--- src/rtl/multi_bank_mem_bist.sv ---
// BIST initiator: writes SEED^addr to all locations, reads back and compares; reports pass, error count, first fail.
// Optional inverted second pass (~pattern) enabled by defining MULTI_BANK_BIST_INV_PASS_EN.
module multi_bank_mem_bist #(
  parameter int              ADDR_W     = 5,
  parameter int              DATA_W     = 8,
  parameter logic [DATA_W-1:0] SEED     = 8'hA5,
  parameter int              ACC_CYCLES = 2,
  parameter int              RD_LAT     = 3
) (
  input  logic              clk_pi,
  input  logic              rst_pi,
  input  logic              start_i,
  output logic              busy_o,
  output logic              done_o,
  output logic              pass_o,
  output logic [5:0]        err_cnt_o,
  output logic [ADDR_W-1:0] fail_addr_o,
  output logic [ADDR_W-1:0] mem_addr_o,
  output logic [DATA_W-1:0] mem_wdata_o,
  output logic              mem_en_o,
  output logic              mem_we_o,
  input  logic [DATA_W-1:0] mem_rdata_i
);

  localparam int CYC_W = $clog2(RD_LAT) + 1;

  typedef enum logic [2:0] {
    S_IDLE,
    S_WR,
    S_RD,
`ifdef MULTI_BANK_BIST_INV_PASS_EN
    S_INV_WR,
    S_INV_RD,
`endif
    S_DONE
  } state_t;

  state_t            state_q, state_d;
  logic [ADDR_W-1:0] cnt_q, cnt_d;
  logic [CYC_W-1:0]  cyc_q, cyc_d;
  logic              start_acc, rd_cmp, acc_last;

  logic              busy_q, busy_d;
  logic              done_q, done_d;
  logic              pass_q, pass_d;
  logic [5:0]        err_cnt_q, err_cnt_d;
  logic [ADDR_W-1:0] fail_addr_q, fail_addr_d;
  logic [ADDR_W-1:0] mem_addr_q, mem_addr_d;
  logic [DATA_W-1:0] mem_wdata_q, mem_wdata_d;
  logic              mem_en_q, mem_en_d;
  logic              mem_we_q, mem_we_d;
  logic              acc_d;

  function automatic logic f_wr(input state_t s);
`ifdef MULTI_BANK_BIST_INV_PASS_EN
    return (s == S_WR) || (s == S_INV_WR);
`else
    return (s == S_WR);
`endif
  endfunction

  function automatic logic f_rd(input state_t s);
`ifdef MULTI_BANK_BIST_INV_PASS_EN
    return (s == S_RD) || (s == S_INV_RD);
`else
    return (s == S_RD);
`endif
  endfunction

  function automatic logic f_inv(input state_t s);
`ifdef MULTI_BANK_BIST_INV_PASS_EN
    return (s == S_INV_WR) || (s == S_INV_RD);
`else
    return (s == S_DONE) && 1'b0;
`endif
  endfunction

  function automatic logic [DATA_W-1:0] f_pat(input logic [ADDR_W-1:0] a, input logic inv);
    return SEED ^ DATA_W'(a) ^ {DATA_W{inv}};
  endfunction

  always_ff @(posedge clk_pi) begin
    if (rst_pi) begin
      state_q     <= S_IDLE;
      cnt_q       <= '0;
      cyc_q       <= '0;
      busy_q      <= 1'b0;
      done_q      <= 1'b0;
      pass_q      <= 1'b0;
      err_cnt_q   <= '0;
      fail_addr_q <= '0;
      mem_addr_q  <= '0;
      mem_wdata_q <= '0;
      mem_en_q    <= 1'b0;
      mem_we_q    <= 1'b0;
    end else begin
      state_q     <= state_d;
      cnt_q       <= cnt_d;
      cyc_q       <= cyc_d;
      busy_q      <= busy_d;
      done_q      <= done_d;
      pass_q      <= pass_d;
      err_cnt_q   <= err_cnt_d;
      fail_addr_q <= fail_addr_d;
      mem_addr_q  <= mem_addr_d;
      mem_wdata_q <= mem_wdata_d;
      mem_en_q    <= mem_en_d;
      mem_we_q    <= mem_we_d;
    end
  end

  // cyc_q counts edges within one access; the access ends on its last edge.
  always_comb begin
    state_d   = state_q;
    cnt_d     = cnt_q;
    cyc_d     = cyc_q;
    start_acc = 1'b0;
    rd_cmp    = 1'b0;
    acc_last  = f_wr(state_q) ? (cyc_q == CYC_W'(ACC_CYCLES - 1))
                              : (cyc_q == CYC_W'(RD_LAT - 1));
    case (state_q)
      S_IDLE, S_DONE: begin
        if (start_i) begin
          start_acc = 1'b1;
          state_d   = S_WR;
          cnt_d     = '0;
          cyc_d     = '0;
        end
      end
      default: begin
        if (acc_last) begin
          cyc_d  = '0;
          cnt_d  = cnt_q + 1'b1;
          rd_cmp = f_rd(state_q);
          if (&cnt_q) begin
            case (state_q)
              S_WR:     state_d = S_RD;
`ifdef MULTI_BANK_BIST_INV_PASS_EN
              S_RD:     state_d = S_INV_WR;
              S_INV_WR: state_d = S_INV_RD;
              S_INV_RD: state_d = S_DONE;
`else
              S_RD:     state_d = S_DONE;
`endif
              default:  state_d = S_IDLE;
            endcase
          end
        end else begin
          cyc_d = cyc_q + 1'b1;
        end
      end
    endcase
  end

  always_comb begin
    acc_d       = f_wr(state_d) || f_rd(state_d);
    busy_d      = acc_d;
    done_d      = (state_d == S_DONE);
    mem_en_d    = acc_d;
    mem_we_d    = f_wr(state_d);
    mem_addr_d  = acc_d ? cnt_d : '0;
    mem_wdata_d = f_wr(state_d) ? f_pat(cnt_d, f_inv(state_d)) : '0;
    err_cnt_d   = err_cnt_q;
    fail_addr_d = fail_addr_q;
    if (start_acc) begin
      err_cnt_d   = '0;
      fail_addr_d = '0;
    end else if (rd_cmp && (mem_rdata_i != f_pat(cnt_q, f_inv(state_q)))) begin
      if (err_cnt_q != 6'd63) err_cnt_d = err_cnt_q + 6'd1;
      if (err_cnt_q == 6'd0)  fail_addr_d = cnt_q;
    end
    pass_d = done_d && (err_cnt_d == 6'd0);
  end

  assign busy_o      = busy_q;
  assign done_o      = done_q;
  assign pass_o      = pass_q;
  assign err_cnt_o   = err_cnt_q;
  assign fail_addr_o = fail_addr_q;
  assign mem_addr_o  = mem_addr_q;
  assign mem_wdata_o = mem_wdata_q;
  assign mem_en_o    = mem_en_q;
  assign mem_we_o    = mem_we_q;

endmodule

--- config.mk ---
export PLATFORM = sky130hd
export DESIGN_NAME = multi_bank_mem_bist
export DESIGN_NICKNAME = d
export VERILOG_FILES = /design/src/rtl/multi_bank_mem_bist.sv
export SDC_FILE = /design/constraint.sdc
export NUM_CORES = 1
export LEC_CHECK = 0
export BUFFER_PORTS_ARGS = -buffer_cell sky130_fd_sc_hd__buf_2
export CORE_MARGIN = 3
export CORE_UTILIZATION = 53
export DETAILED_ROUTE_END_ITERATION = 10
export PLACE_DENSITY = 0.79
export SLEW_MARGIN = 20
export SYNTH_ARGS = -nofsm -noshare
export SYNTH_HDL_FRONTEND = slang
export SYNTH_SLANG_ARGS = --single-unit
--- constraint.sdc ---
create_clock -name clk_pi -period 2.5 [get_ports clk_pi]
set_input_delay 0.375 -clock clk_pi [delete_from_list [all_inputs] [get_ports clk_pi]]
set_output_delay 0.375 -clock clk_pi [all_outputs]
set_load 0.01 [all_outputs]
# Word-level counts from Yosys, hierarchy flattened
# Index checks and enable logic that the tools add are counted.
dict set report classes {
  n_reduce_logical 12
  mux 19
  bitwise_logic 4
  addsub 3
  eq_ne 11
}
# op count
set op_table {}
lappend op_table {{$mux W3} 7}
lappend op_table {{$mux W6} 3}
lappend op_table {{$eq A3 B2 Y1 const B} 5}
lappend op_table {{$mux W5} 3}
lappend op_table {{$logic_not A6 Y1} 2}
lappend op_table {{$eq A3 B1 Y1 const B} 3}
lappend op_table {{$ne A8 B8 Y1} 1}
lappend op_table {{$not A2 Y4} 2}
lappend op_table {{$reduce_or A2 Y1} 4}
lappend op_table {{$add A6 B1 Y6 const B} 1}
lappend op_table {{$ne A6 B6 Y1 const B} 1}
lappend op_table {{$add A5 B1 Y5 const B} 1}
lappend op_table {{$mux W1} 5}
lappend op_table {{$reduce_and A5 Y1} 1}
lappend op_table {{$pmux W2 S2} 1}
lappend op_table {{$add A3 B1 Y3 const B} 1}
lappend op_table {{$logic_not A3 Y1} 1}
lappend op_table {{$logic_and A1 B1 Y1} 2}
lappend op_table {{$ne A2 B2 Y1 const B} 1}
lappend op_table {{$not A1 Y1} 2}
lappend op_table {{$reduce_and A2 Y1} 1}
lappend op_table {{$logic_or A1 B1 Y1} 1}
dict set report word_totals {
  reg_bits 39
  in_bits 11
  out_inout_bits 29
  word_cells 61
}

# Longest topological paths before layout
# Gate-level depths: netlist of the first run.
dict set report depth {
  word_depth 9
  mapped_depth 9
  mapped_depth_nobuf 9
}

# Least setup slack after synthesis of the first run
# Ideal clock, no wire load.
dict set report synth_timing {
  path_type {reg-to-reg}
  from {register cnt_q[0]}
  to {register pass_q, in the netlist pass_o}
  stages_incl_launch_ff 10
  t_required_ns 2.397
  setup_time_ns 0.103
  arrival_time_ns 1.905
  synth_period_minus_slack_ns 2.008
  setup_slack_ns 0.492
  n_path_buf 0
  cell_sequence {dfxtp_1 -> ha_1 -> and3_1 -> ha_1 -> nand4bb_1 -> mux2i_1 -> o2bb2ai_1 -> nor3b_1 -> nand2b_1 -> a2111oi_2}
}
dict set report synth_via {
  elab_chain_len 7
  word_cells_on_any_way 12
  classes_between {eq/ne: 2; mux: 5; bitwise: 1; reduce/logical: 4}
}
# element line_no
set synth_lines {}
lappend synth_lines {{start: declaration} 39} ;# logic [ADDR_W-1:0] cnt_q, cnt_d;
lappend synth_lines {{start signal: assignment} 98} ;# cnt_q <= cnt_d;
lappend synth_lines {{$not A2 Y4 (no line)} --}
lappend synth_lines {{$ne A8 B8 Y1} 168} ;# end else if (rd_cmp && (mem_rdata_i != f_pat(cnt_q, f_inv(state_q)))) begin
lappend synth_lines {{$logic_and A1 B1 Y1} 168}
lappend synth_lines {{$mux W6} 168}
lappend synth_lines {{$mux W6} 165} ;# if (start_acc) begin
lappend synth_lines {{$logic_not A6 Y1} 172} ;# pass_d = done_d && (err_cnt_d == 6'd0);
lappend synth_lines {{$logic_and A1 B1 Y1 *} 172}
lappend synth_lines {{end signal: assignment} 102} ;# pass_q <= pass_d;
lappend synth_lines {{end: declaration} 45} ;# logic pass_q, pass_d;
# Every way passes the cells marked *; elsewhere a longest branch is shown, timed or not.
# A chain may end at the register's enable or synchronous reset.

# Worst setup path after layout of the first run
dict set report layout_timing {
  from {register cnt_q[0]}
  to {register mem_addr_q[2], in the netlist mem_addr_o[2]}
}
dict set report layout_via {
  elab_chain_len 8
  word_cells_on_any_way 12
  classes_between {add/sub: 1; eq/ne: 2; mux: 5; bitwise: 1; reduce/logical: 3}
}
# element line_no
set layout_lines {}
lappend layout_lines {{$reduce_and A5 Y1} 135} ;# if (&cnt_q) begin
lappend layout_lines {{$mux W3} 135}
lappend layout_lines {{$mux W3} 131} ;# if (acc_last) begin
lappend layout_lines {{$mux W3} 121} ;# case (state_q)
lappend layout_lines {{$eq A3 B1 Y1 or $eq A3 B2 Y1 (tied branches)} {58, 66}}
lappend layout_lines {{$logic_or A1 B1 Y1} 156} ;# acc_d = f_wr(state_d) || f_rd(state_d);
lappend layout_lines {{$not A1 Y1 (no line)} --}
lappend layout_lines {{$reduce_or A2 Y1 (no line)} --}
lappend layout_lines {{end signal: assignment} 105} ;# mem_addr_q <= mem_addr_d;
lappend layout_lines {{end: declaration} 48} ;# logic [ADDR_W-1:0] mem_addr_q, mem_addr_d;
# Parallel ways exist; a longest one is shown, timed or not.

==> results of run 1 <==
-- final cells by class --
| cell class | count | area share |
|---|---|---|
| multi-input cells | 137 | 0.457 |
| flip-flops and latches | 37 | 0.359 |
| repair buffers | 38 | 0.0923 |
| clock inverters | 3 | 0.0316 |
| well taps | 44 | 0.0267 |
| clock buffers | 5 | 0.0182 |
| inverters | 8 | 0.0146 |
-- layer usage --
metal / vias to the layer above / wire length, um / GRT usage
met5: - / 0 / 0
met4: 0 / 61 / 0.0889
met3: 7 / 101 / 0.0374
met2: 22 / 1660 / 0.302
met1: 673 / 1590 / 0.240
li1: 729 / - / -
-- power by group through the flow --
stage	clock [mW]	combinational, mW	sequential, mW
finish	0.509	0.0757	0.609
global route	0.549	0.0850	0.610
CTS	0.516	0.0750	0.609
detailed placement	0	0.0746	0.622
global placement	0	0.0742	0.621
floorplan	0	0.0518	0.621
-- cells by family (layout without fill, tap and decap cells) --
kind of cell | Yosys count | in the layout | share of synthesized area
xor+xnor | 8 | 8 | 0.0444
flops | 37 | 37 | 0.424
mux | 12 | 12 | 0.0710
compound gates | 26 | 26 | 0.108
buf+inv | 16 | 54 | 0.0423
fa+ha+maj | 5 | 5 | 0.0358
simple gates | 85 | 85 | 0.272
other cells | 1 | 1 | 0.00215
-- registers in the layout, indices dropped and copies added, names as in the netlist --
| name | flops |
|---|---|
| err_cnt_o | 6 |
| done_o | 1 |
| cyc_q | 3 |
| fail_addr_o | 5 |
| mem_wdata_o | 6 |
| pass_o | 1 |
| state_q | 3 |
| mem_we_o | 1 |
| mem_en_o | 1 |
| mem_addr_o | 5 |
| cnt_q | 5 |
-- repair_timing --
action | 4_1_cts | 5_1_grt
resized for setup | 0 | 2
setup endpoints to repair | 0 | 3
hold buffers | 0 | 0
-- worst max-delay path, cell delays in order (launching register included) --
cell and delay [ps]:
dfxtp_1 450, ha_1 200, and3_1 160, ha_1 170, nand2b_1 80, o32a_1 350
o2bb2ai_2 230, xor2_1 160, nand3b_1 200, nor2_1 160
-- worst max-delay path by stage --
stage | startpoint | endpoint | cells past startpoint
final | cnt_q[0] | mem_addr_o[2] | 9
after global routing | cnt_q[0] | mem_addr_o[3] | 9
after CTS | cnt_q[0] | pass_o | 9
after detailed placement | cnt_q[0] | pass_o | 9
after global placement | cnt_q[0] | pass_o | 9
after floorplan | cnt_q[0] | pass_o | 9
-- cells in the final DEF, fill, tap and decap left out, types with 3 or more instances in the layout --
cell      instances
nand3_1           9
nor2_1           34
mux2_2            3
xnor2_1           3
a21oi_1           7
dfxtp_1          37
clkbuf_4          5
xor2_1            4
mux2i_1           9
ha_1              5
buf_2            38
inv_1             8
nor2b_1           6
nand2b_1          4
nand3b_1          4
nand2_1          10
nor3_1            3
o21ai_0           5
-- metrics by stage --
stage / hold WS, ps / setup WS, ps / utilization / power (mW) / cells
2_1_floorplan: 444 / 492 / - / 0.673 / 190
3_3_place_gp: 468 / 298 / 0.627 / 0.695 / 264
3_5_place_dp: 479 / 215 / 0.627 / 0.697 / 264
4_1_cts: 366 / 167 / 0.660 / 1.20 / 272
5_1_grt: 377 / 68.4 / 0.664 / 1.24 / 272
6_report: 372 / 283 / 0.664 / 1.19 / 272
==> metrics.txt, run 1 <==
Layout area overhead 18.1%; area post-placement 1950 um2; Worst R2R Start cnt_q[0]; worst rel slew slack 0.617; wirelength, routed 3.41 mm; Startpoint Class flop; switching share of total power 0.212; TritonCTS clock tree yes; Hold WC Path Type in -> reg; HPWL Detailed 2.59 mm; top post-synthesis cells by count dfxtp_1 (37), nor2_1 (34), nand2_1 (10); most frequent cell after synthesis dfxtp_1; Final min period 2220 ps; crit share post-route 0.887; Die Y-Extent 63.4 um; Worst Tran Pin Value 571 ps; Post-Layout Inst Area 2060 um2; 1st-iter DRT viols 37; leak pwr 0.905 nW; Tot GR Track Use 0.188; hold path cells 2; part of the power in registers 0.510; CTS buffer count 5; Antenna diodes 0; Crit Reg-Reg Endpoint mem_addr_o[2]; largest net degree at the start of global routing 17; Initial Utilization 0.563; Seq/Total Area, Yosys 0.424; share of cells above drive strength 1 0.272; clock-pin slew on the worst setup and hold paths 110 ps; Cell Area, Synth 1750 um2; Min-Delay Endpoint cnt_q[0]; Final Max Tran Viols 0; Logic pwr share 0.063; Synth area leader dfxtp_1; vias in the first global route 1331; Synth Warn # 0; routed length per instance 12.5 um; endpoints failing setup 0; initial antenna violation count 0; Crit Path Category reg -> reg; via/cell ratio 5.26; Most used DFF post-synth dfxtp_1; CP endpoint kind flop; Achievable Freq 0.451 GHz; worst reg-to-reg path cell count 9; num rows 20; core area 3100 um2; top cells by area, synth dfxtp_1 (42%), nor2_1 (7.3%), mux2i_1 (5.2%), ha_1 (3.6%), nand3_1 (2.6%); critical hold path startpoint rst_pi; drt drc 0; # IOs 40; Max rail drop VDD 0.521 mV; worst-path fanout max 6; DR pass1 iterations 4; CTS root buffer clkbuf_4; cell-internal power 940 uW; Post-synth EDFFs 0; Syn Inst Count 190; RSZ-0062 raised after global routing no; Buffers on Ports 38; Clock Path Buffers 2; Nets 243; first-pass GRT wire length 6.00 mm; CP arrival 2510 ps; pwr dens 579 nW/um2; mean post-synth cell area 9.19 um2; routed via count 1431; clk_lat worst skew 350 ps; grt total ovfl 0; Routed Antenna Nets 0; H-tree level count 2; post-synth top area share 0.424; status finished, final reports clean; Unique masters post-synth 47; FF/Latch Area 741 um2; Die ar. 4020 um2; Routability Congestion 0.847; WP data required 2790 ps; final setup TNS 0 ps; multi-input logic area 942 um2; Final Skew 10.9 ps; clock share of power 0.426; flop and latch count out of synthesis 37; ys async rst share 0; Sw Pwr 253 uW; CTS Sinks 37; Post-CTS Setup Bufs 0; Reg2Reg Setup Slack 280 ps; Hold Fails Final Rpt 0; total of max-cap violations 0; syn nets 206; die width 63.4 um; Filler Cell Count 273
(Power assumes the default switching activity.)
==> run 2, diff against run 1 <==
--- a/config.mk
+++ b/config.mk
@@ -5,11 +5,12 @@
 export SDC_FILE = /design/constraint.sdc
 export NUM_CORES = 1
 export LEC_CHECK = 0
+export ABC_AREA = 1
 export BUFFER_PORTS_ARGS = -buffer_cell sky130_fd_sc_hd__buf_2
 export CORE_MARGIN = 3
 export CORE_UTILIZATION = 53
 export DETAILED_ROUTE_END_ITERATION = 10
-export PLACE_DENSITY = 0.79
+export PLACE_DENSITY = 0.78
 export SLEW_MARGIN = 20
 export SYNTH_ARGS = -nofsm -noshare
 export SYNTH_HDL_FRONTEND = slang
==> metrics.txt, run 2 <==
post-synth top area share 0.408 (was 0.424); grt total ovfl 0 (unchanged); top cells by area, synth dfxtp_1 (41%), nand2_1 (9.9%), nand3_1 (7.7%), nor2_1 (7.2%), inv_1 (6.2%) (was dfxtp_1 (42%), nor2_1 (7.3%), mux2i_1 (5.2%), ha_1 (3.6%), nand3_1 (2.6%)); Filler Cell Count 292 (was 273); crit path capture mem_addr_o[0] (was mem_addr_o[2]); num rows 20 (unchanged); syn nets 263 (was 206); DR pass1 iterations 4 (unchanged); Critical Path Start cnt_q[1] (was cnt_q[0]); Tot GR Track Use 0.197 (was 0.188); mean post-synth cell area 7.35 um2 (was 9.19 um2); drt drc 0 (unchanged); Crit Reg-Reg Endpoint mem_addr_o[0] (was mem_addr_o[2]); Reg2Reg Setup Slack 520 ps (was 280 ps); Post-CTS Setup Bufs 0 (unchanged); WP data required 2800 ps (was 2790 ps); die width 64.5 um (was 63.4 um); vias in the first global route 1469 (was 1331); Worst Tran Pin Value 615 ps (was 571 ps); Routed Antenna Nets 0 (unchanged); Nets 303 (was 243); core area 3150 um2 (was 3100 um2); top post-synthesis cells by count nand2_1 (48), dfxtp_1 (37), nor2_1 (35) (was dfxtp_1 (37), nor2_1 (34), nand2_1 (10)); Initial Utilization 0.576 (was 0.563); first-pass GRT wire length 6.39 mm (was 6.00 mm); Layout area overhead 16.5% (was 18.1%); Hold WC Path Type in -> reg (unchanged); CP arrival 2270 ps (was 2510 ps); endpoints failing setup 0 (unchanged); ys async rst share 0 (unchanged); 1st-iter DRT viols 89 (was 37); most frequent cell after synthesis nand2_1 (was dfxtp_1); worst-path fanout max 6 (unchanged); clk_lat worst skew 360 ps (was 350 ps); flop and latch count out of synthesis 37 (unchanged); CTS buffer count 5 (unchanged); Syn Inst Count 247 (was 190); Routability Congestion 0.802 (was 0.847); clock-pin slew on the worst setup and hold paths 120 ps (was 110 ps); Crit-path slowest cell dfxtp_1 (unchanged); Final Skew 8.79 ps (was 10.9 ps); worst rel slew slack 0.587 (was 0.617); Synth area leader dfxtp_1 (unchanged); routed via count 1621 (was 1431); Clock Path Buffers 2 (unchanged); leak pwr 1.03 nW (was 0.905 nW); Die ar. 4160 um2 (was 4020 um2); pwr dens 745 nW/um2 (was 579 nW/um2); Seq/Total Area, Yosys 0.408 (was 0.424); Startpoint Class flop (unchanged); Die Y-Extent 64.5 um (was 63.4 um); status finished, final reports clean (unchanged); largest net degree at the start of global routing 17 (unchanged); Hold Fails Final Rpt 0 (unchanged); # IOs 40 (unchanged); worst stage delay on the critical path 460 ps (was 450 ps); HPWL Detailed 2.74 mm (was 2.59 mm); Final Util 0.671 (was 0.664); Max rail drop VDD 0.433 mV (was 0.521 mV); Most used DFF post-synth dfxtp_1 (unchanged); commonest non-fill, non-tap cell in the layout nand2_1 (was buf_2); wirelength, routed 3.66 mm (was 3.41 mm); critical-path cell list ha_1, nand2_1, nor2_1, ha_1, mux2i_1, nand2_1, nand3_2, nand2_2, xnor2_2, nand2_2, nor2_1 (was ha_1, and3_1, ha_1, nand2b_1, o32a_1, o2bb2ai_2, xor2_1, nand3b_1, nor2_1); Achievable Freq 0.506 GHz (was 0.451 GHz); TritonCTS clock tree yes (unchanged); Buffers on Ports 38 (unchanged); CTS root buffer clkbuf_4 (unchanged); initial antenna violation count 0 (unchanged); worst reg-to-reg path cell count 11 (was 9); Worst R2R Start cnt_q[1] (was cnt_q[0]); total of max-cap violations 0 (unchanged); CTS Sinks 37 (unchanged); H-tree level count 2 (unchanged); Unique masters post-synth 28 (was 47); Final Max Tran Viols 0 (unchanged); routed length per instance 11.0 um (was 12.5 um); Crit Path Category reg -> reg (unchanged); CP endpoint kind flop (unchanged); CTS Hold Bufs 0 (unchanged); Post-synth EDFFs 0 (unchanged); via/cell ratio 4.88 (was 5.26); cts repair resizes 0 (unchanged); share of cells above drive strength 1 0.257 (was 0.272); final setup TNS 0 ps (unchanged); Cell Area, Synth 1820 um2 (was 1750 um2); RSZ-0062 raised after global routing no (unchanged); Final min period 1980 ps (was 2220 ps); crit share post-route 0.791 (was 0.887); Antenna diodes 0 (unchanged); Synth Warn # 0 (unchanged); most frequent cells in the layout nand2_1 (48), buf_2 (38), dfxtp_1 (37) (was buf_2 (38), dfxtp_1 (37), nor2_1 (34))
run 2: changes by cell type after synthesis, moves of 6 or more:
cell and delta:
nand2_1 +38, nor2b_1 -6, mux2i_1 -8, nand3_1 +19, inv_1 +22
run 2: kinds of logic after synthesis:
group,Yosys count,share of synthesized area
and+or+nand+nor,132,0.349
buffers and inverters,40,0.0903
DFF,37,0.408
AOI/OAI and AO/OA,26,0.0820
adders and majority gates,5,0.0345
xor gates and xnor gates,5,0.0283
other,1,0.00207
muxes,1,0.00551
run 2: final cells by class:
cell class              count  area, um2  area share
inverters                  35        134      0.0633
clock buffers               5       37.5      0.0178
clock inverters             3       46.3      0.0219
multi-input cells         170        911       0.431
well taps                  44       55.1      0.0260
repair buffers             38        190      0.0899
flip-flops and latches     37        741       0.350
run 2: critical path: cells and delay by family, from the launching register on:
kind          cells  cell delay, ps
simple gates      7             630
flops             1             460
fa+ha+maj         2             450
mux               1             200
xor+xnor          1             180
run 2: how the worst min path moves through the flow:
stage / startpoint / end / slack [ps] / cells after the start
after floorplan: cnt_q[3] / fail_addr_o[3] / 460 / 2
after global placement: fail_addr_o[2] / fail_addr_o[2] / 450 / 2
after detailed placement: fail_addr_o[2] / fail_addr_o[2] / 450 / 2
after CTS: start_i / cyc_q[2] / 330 / 4
after global routing: start_i / cyc_q[2] / 360 / 4
final: start_i / cyc_q[2] / 340 / 4
run 2: metal layers:
metal,vias up,GRT usage,wire (um)
met3,8,0.0381,153
met4,0,0.0923,72
met5,-,0,0
li1,855,-,-
met1,720,0.251,1750
met2,38,0.320,1680
run 2: stage by stage:
| stage | cells | total power [mW] | cell area, um2 | hold WS [ps] | setup slack, ps |
|---|---|---|---|---|---|
| after CTS | 332 | 1.59 | 2110 | 331 | 524 |
| final | 332 | 1.58 | 2110 | 336 | 523 |
| after floorplan | 247 | 1.06 | 1820 | 461 | 775 |
| after global routing | 332 | 1.67 | 2110 | 360 | 289 |
| after detailed placement | 324 | 1.16 | 2030 | 450 | 580 |
| after global placement | 324 | 1.15 | 2030 | 447 | 642 |
run 2: report_power, final:
part | leakage, nW | switching, mW | internal, mW | total [mW]
Clock | 0.0414 | 0.217 | 0.212 | 0.429
Sequential | 0.300 | 0.0378 | 0.648 | 0.685
Combinational | 0.690 | 0.304 | 0.158 | 0.461
